[src/rtl/gpmc_sync_master.sv]
// gpmc_sync_master
//   Synchronous-mode, muxed address/data GPMC initiator. A host request on the
//   valid/ready port becomes one GPMC access: an ADDR phase, then either a
//   one-period WRITE or an RD_LATENCY-period READ, and finally RECOVERY periods
//   with chip select released. gpmc_clk is clk/2. Every bus output is
//   registered and changes only on the clk edge where gpmc_clk falls, which
//   gives the responder half a gpmc_clk period of setup and hold around its
//   rising-edge sample point.
//
// Ports
//   clk, reset                  system clock, asynchronous active-high reset
//   req, req_is_wr, addr,       host request; captured when req & req_ready
//   wr_data
//   req_ready                   high while idle and able to accept
//   rd_data, rd_valid           read result, one-clk valid pulse
//   wr_done                     one-clk pulse when the write data phase ends
//   gpmc_clk                    free-running GPMC clock (clk/2)
//   gpmc_cs_n/adv_n/we_n/oe_n   active-low GPMC strobes
//   gpmc_ad_o, gpmc_ad_oe,      AD bus output value, output enable and input;
//   gpmc_ad_i                   the tri-state buffer lives in the top level
module gpmc_sync_master #(
  parameter int ADDR_WIDTH = 17,
  parameter int DATA_WIDTH = 16,
  parameter int RD_LATENCY = 8,
  parameter int RECOVERY   = 2
) (
  input  logic                  clk,
  input  logic                  reset,
  input  logic                  req,
  input  logic                  req_is_wr,
  input  logic [ADDR_WIDTH-1:0] addr,
  input  logic [DATA_WIDTH-1:0] wr_data,
  output logic                  req_ready,
  output logic [DATA_WIDTH-1:0] rd_data,
  output logic                  rd_valid,
  output logic                  wr_done,
  output logic                  gpmc_clk,
  output logic                  gpmc_cs_n,
  output logic                  gpmc_adv_n,
  output logic                  gpmc_we_n,
  output logic                  gpmc_oe_n,
  output logic [15:0]           gpmc_ad_o,
  output logic                  gpmc_ad_oe,
  input  logic [15:0]           gpmc_ad_i
);

  typedef enum logic [2:0] {
    S_IDLE, S_START, S_ADDR, S_WRITE, S_READ, S_RECOVER
  } state_t;

  localparam logic [7:0] WAIT_LOAD = 8'(RD_LATENCY - 1);
  localparam logic [3:0] REC_LOAD  = 4'(RECOVERY - 1);

  state_t                r_state, w_state_nxt;
  logic                  r_gclk;
  logic                  w_fall, w_rise, w_accept;
  logic [7:0]            r_wait, w_wait_nxt;
  logic [3:0]            r_rec, w_rec_nxt;
  logic                  r_is_wr;
  logic [ADDR_WIDTH-2:0] r_addr;
  logic [DATA_WIDTH-1:0] r_wdata;
  logic                  r_ready;
  logic [DATA_WIDTH-1:0] r_rd_data;
  logic                  r_rd_valid, r_wr_done;
  logic                  r_cs_n, r_adv_n, r_we_n, r_oe_n, r_ad_oe;
  logic [15:0]           r_ad_o;
  logic                  w_rd_valid, w_wr_done;
  logic                  w_cs_n, w_adv_n, w_we_n, w_oe_n, w_ad_oe;
  logic [15:0]           w_ad_o;
  logic                  w_unused_addr0;

  // Byte address bit 0 never reaches the 16-bit bus.
  assign w_unused_addr0 = addr[0];

  // r_gclk is the level before this edge: 1 means gpmc_clk falls at this edge.
  assign w_fall   = r_gclk;
  assign w_rise   = ~r_gclk;
  assign w_accept = req & r_ready;

  always_comb begin
    w_state_nxt = r_state;
    w_wait_nxt  = r_wait;
    w_rec_nxt   = r_rec;
    w_rd_valid  = 1'b0;
    w_wr_done   = 1'b0;
    case (r_state)
      S_IDLE:    if (w_accept) w_state_nxt = S_START;
      // START only waits for the next falling edge so ADDR is aligned to it.
      S_START:   if (w_fall) w_state_nxt = S_ADDR;
      S_ADDR: begin
        if (w_fall) begin
          w_state_nxt = r_is_wr ? S_WRITE : S_READ;
          w_wait_nxt  = WAIT_LOAD;
        end
      end
      S_WRITE: begin
        if (w_fall) begin
          w_state_nxt = S_RECOVER;
          w_rec_nxt   = REC_LOAD;
          w_wr_done   = 1'b1;
        end
      end
      S_READ: begin
        if (w_fall) begin
          if (r_wait == 8'd0) begin
            w_state_nxt = S_RECOVER;
            w_rec_nxt   = REC_LOAD;
            w_rd_valid  = 1'b1;
          end else begin
            w_wait_nxt = r_wait - 8'd1;
          end
        end
      end
      S_RECOVER: begin
        if (w_fall) begin
          if (r_rec == 4'd0) w_state_nxt = S_IDLE;
          else               w_rec_nxt   = r_rec - 4'd1;
        end
      end
      default:   w_state_nxt = S_IDLE;
    endcase

    // Bus values are decoded from the next state; since every bus-visible
    // state change happens on a falling tick, the registered bus only moves there.
    w_cs_n  = 1'b1;
    w_adv_n = 1'b1;
    w_we_n  = 1'b1;
    w_oe_n  = 1'b1;
    w_ad_oe = 1'b0;
    w_ad_o  = 16'h0000;
    case (w_state_nxt)
      S_ADDR: begin
        w_cs_n  = 1'b0;
        w_adv_n = 1'b0;
        w_ad_oe = 1'b1;
        w_ad_o  = 16'(r_addr);
      end
      S_WRITE: begin
        w_cs_n  = 1'b0;
        w_we_n  = 1'b0;
        w_ad_oe = 1'b1;
        w_ad_o  = 16'(r_wdata);
      end
      S_READ: begin
        w_cs_n = 1'b0;
        w_oe_n = 1'b0;
      end
      default: ;
    endcase
  end

  always_ff @(posedge clk or posedge reset) begin
    if (reset) begin
      r_gclk     <= 1'b0;
      r_state    <= S_IDLE;
      r_wait     <= 8'd0;
      r_rec      <= 4'd0;
      r_is_wr    <= 1'b0;
      r_addr     <= '0;
      r_wdata    <= '0;
      r_ready    <= 1'b0;
      r_rd_data  <= '0;
      r_rd_valid <= 1'b0;
      r_wr_done  <= 1'b0;
      r_cs_n     <= 1'b1;
      r_adv_n    <= 1'b1;
      r_we_n     <= 1'b1;
      r_oe_n     <= 1'b1;
      r_ad_oe    <= 1'b0;
      r_ad_o     <= 16'h0000;
    end else begin
      r_gclk     <= ~r_gclk;
      r_state    <= w_state_nxt;
      r_wait     <= w_wait_nxt;
      r_rec      <= w_rec_nxt;
      r_ready    <= (w_state_nxt == S_IDLE);
      r_rd_valid <= w_rd_valid;
      r_wr_done  <= w_wr_done;
      r_cs_n     <= w_cs_n;
      r_adv_n    <= w_adv_n;
      r_we_n     <= w_we_n;
      r_oe_n     <= w_oe_n;
      r_ad_oe    <= w_ad_oe;
      r_ad_o     <= w_ad_o;
      if (w_accept) begin
        r_is_wr <= req_is_wr;
        r_addr  <= addr[ADDR_WIDTH-1:1];
        r_wdata <= wr_data;
      end
      // Sample on the gpmc_clk rising edge that closes the last READ period.
      if (r_state == S_READ && r_wait == 8'd0 && w_rise)
        r_rd_data <= gpmc_ad_i;
    end
  end

  assign gpmc_clk   = r_gclk;
  assign req_ready  = r_ready;
  assign rd_data    = r_rd_data;
  assign rd_valid   = r_rd_valid;
  assign wr_done    = r_wr_done;
  assign gpmc_cs_n  = r_cs_n;
  assign gpmc_adv_n = r_adv_n;
  assign gpmc_we_n  = r_we_n;
  assign gpmc_oe_n  = r_oe_n;
  assign gpmc_ad_oe = r_ad_oe;
  assign gpmc_ad_o  = r_ad_o;

endmodule

[config.mk]
export PLATFORM = sky130hd
export DESIGN_NAME = gpmc_sync_master
export DESIGN_NICKNAME = d
export VERILOG_FILES = /design/src/rtl/gpmc_sync_master.sv
export SDC_FILE = /design/constraint.sdc
export NUM_CORES = 1
export LEC_CHECK = 0
export ABC_AREA = 1
export ABC_CLOCK_PERIOD_IN_PS = 4500
export BUFFER_PORTS_ARGS = -buffer_cell sky130_fd_sc_hd__buf_2
export CAP_MARGIN = 5
export CORE_MARGIN = 5
export CORE_UTILIZATION = 25
export CTS_BUF_LIST = sky130_fd_sc_hd__clkbuf_16
export CTS_CLUSTER_SIZE = 8
export DETAILED_ROUTE_END_ITERATION = 6
export GPL_ROUTABILITY_DRIVEN = 0
export PLACE_DENSITY = 0.54
export SETUP_SLACK_MARGIN = 0.1
export SYNTH_ARGS = -nofsm -noshare
export SYNTH_HDL_FRONTEND = slang
export SYNTH_SLANG_ARGS = --single-unit
[constraint.sdc]
create_clock -name clk -period 4.5 [get_ports clk]
set_input_delay 0.9 -clock clk [delete_from_list [all_inputs] [get_ports clk]]
set_output_delay 0.9 -clock clk [all_outputs]
set_load 0.02 [all_outputs]
==> results.toml <==
[setup_path]
arrival_ns = 2.85
end_kind = "register"
crit_slowest_cell = "nand3_2"
startpoint_type = "input pin"
critPathKind = "input pin to register"
critPathMaxStageDelay_ns = 0.43
critPathMaxFanout = 35
crit_required_ns = 4.72
path_cells = "buf_2, nand2_1, buf_4, inv_2, nand3_2, nand2_1, nor2_1, nand3_2, nand3_1, nand2_1"
cpMostUsedCell = "nand2_1"

[yosys]
synth-async-reset-ratio = 1.000
netlist_instances = 448
synthAdderAreaFrac = 0.006359
synth_edf_count = 0
synth_cell_type_count = 31
synth-compound-area-share = 0.02289
synth.area.mux_share = 0
post-synth-top-area-cell = "dfrtp_1"
synthTopCellsByCount = "191 x nand2_1, 85 x dfrtp_1, 53 x nand3_1, 23 x inv_1, 15 x nor2_1"
synth_area_um2 = 3935
synth_top_family_by_area = "simple AND/OR/NAND/NOR gates"
synth_area_leaders = "dfrtp_1 54%, nand2_1 18%, nand3_1 6.7%"
yosys.area_share.xor_xnor = 0.008903
syn_nets = 503
ys_ff_latch = 89
synth-seq-area-share = 0.5672
postSynthAreaPerCell_um2 = 8.784
synth-simple-area-share = 0.3405
yosysMostFrequentCell = "nand2_1"
ys.flop_type = "dfrtp_1"
synth_top_area_frac = 0.5405
yosys_warnings = 0

[clocking]
clock_path_buffers = 2
cts_tree = "yes"
cts_htree_levels = 3
cts_resized = 0
clock-sinks = 89
holdBufCountCts = 0
cts_setup_buffers = 0
clk_latency_ns = 0.34
cts_made_buffers = 9
root_buffer = "clkbuf_16"
cts.clk_slew.worst_paths_ns = 0.06

[die]
initial_core_util = 0.2569
die_x_um = 135.5
die_y_um = 135.5
core_area_um2 = 15310
dieArea_um2 = 18350
boundaryPins = 94
num_rows = 45

[global_route]
grt_pass1_wl_um = 15950
antenna_found_initial = 0
grt_pass1_vias = 3161
overflow = 0
track_usage = 0.1105
grt_max_degree = 63

[finish]
post-route-util = 0.3173
area.growth.synth_to_final_pct = 23.50
num_antenna_cells = 0
stdcell_area_um2 = 4860
drive_above_1_share = 0.2741
fin_nets = 590
stdcell_count = 751

[sta]
worst_pin_slew_ns = 1.069
fmax_mhz = 381.0
rsz0062_at_grt = "no"
fin_ws_ns = 1.875
finalSetupViolCount = 0
timing.hold.ws_ns = 0.4686
fin_crit_ns = 2.625
final.setup_skew_ns = 0.008208
finalMaxSlewViolations = 0
setup_tns_ns = 0
fin_crit_sh = 0.5833
hold_violations = 0
maxSlewHeadroom = 0.2868

[place]
dp_cells = 735
pre_cts_ws_ns = 1.431
io_buffers = 92
dp_hpwl_um = 6548
dpl_cell_area_um2 = 4569

[pwr]
p_per_area_nw_per_um2 = 620.4
p_leak_nw = 2.569
total_power_mw = 3.015
ir_drop_v = 0.0002758

[flow_run]
cap_violations = 0

[routing]
viasPerCell = 4.208
first_pass_iters = 6
drc = 0
routed_wl_um = 9619
vias = 3160
drt_iter0_drc = 177
ant_nets = 0
wire_per_inst_um = 12.81

[min_path]
hp-class = "register to register"

[status]
run_status = "complete, no violations"
-- path summary, 6_finish.rpt --
kind                             start             to  slack (ns)  cells after the start
setup / recovery                   req  gpmc_ad_o[14]        1.88                     10
hold / removal             rd_data[15]    rd_data[15]        0.47                      2
setup reg to reg             req_ready  gpmc_ad_o[14]        2.14                      9
hold reg to reg            rd_data[15]    rd_data[15]        0.47                      2
max in group asynchronous        reset      gpmc_oe_n        2.71                      3
min in group asynchronous        reset     rd_data[0]        0.79                      2
-- routing by layer --
layer | share of wire | wire length [um] | GRT usage
met1 | 0.47 | 4488 | 0.1404
met2 | 0.46 | 4454 | 0.1803
met3 | 0.061 | 583 | 0.03715
met4 | 0.0097 | 93 | 0.02968
met5 | 0 | 0 | 0
-- cells by family (layout without fill, tap and decap cells) --
group           after synthesis  in the layout
simple gates                292            292
buf+inv                      45            137
xor+xnor                      4              4
fa+ha+maj                     2              2
compound gates               16             16
flops                        89             89
-- cell type report --
cell class / count / area, um^2
fillers: 1628 / 10460
flip-flops and latches: 89 / 2232
inverters: 27 / 102.6
well taps: 211 / 264.0
clock buffers: 9 / 225.2
clock inverters: 7 / 65.06
multi-input cells: 314 / 1495
repair buffers: 94 / 475.5
-- worst max-delay path, delay by kind of cell --
| family | cells | cell delay, ns |
|---|---|---|
| and+or+nand+nor | 7 | 1.15 |
| buffers and inverters | 3 | 0.77 |
-- sequential cells by signal, indices dropped and copies added (netlist names), 3 cells and up --
signal,count
gpmc_ad_o,16
r_wdata,16
r_state,3
r_wait,8
r_rec,4
rd_data,16
r_addr,16
-- power breakdown --
part	total, mW	switching, mW	internal [mW]
clock network	0.737	0.312	0.425
logic	1.06	0.731	0.333
registers	1.21	0.146	1.07
-- layout by cell type (no fill, tap or decap), drive strengths merged, types with 4 or more instances in the layout --
master and count:
inv 28, clkbuf 9, nand3 65, dfstp 4, buf 94, nand2 200
dfrtp 85, nor2 22, o21ai 14
Power figures use the tool's default switching activity.
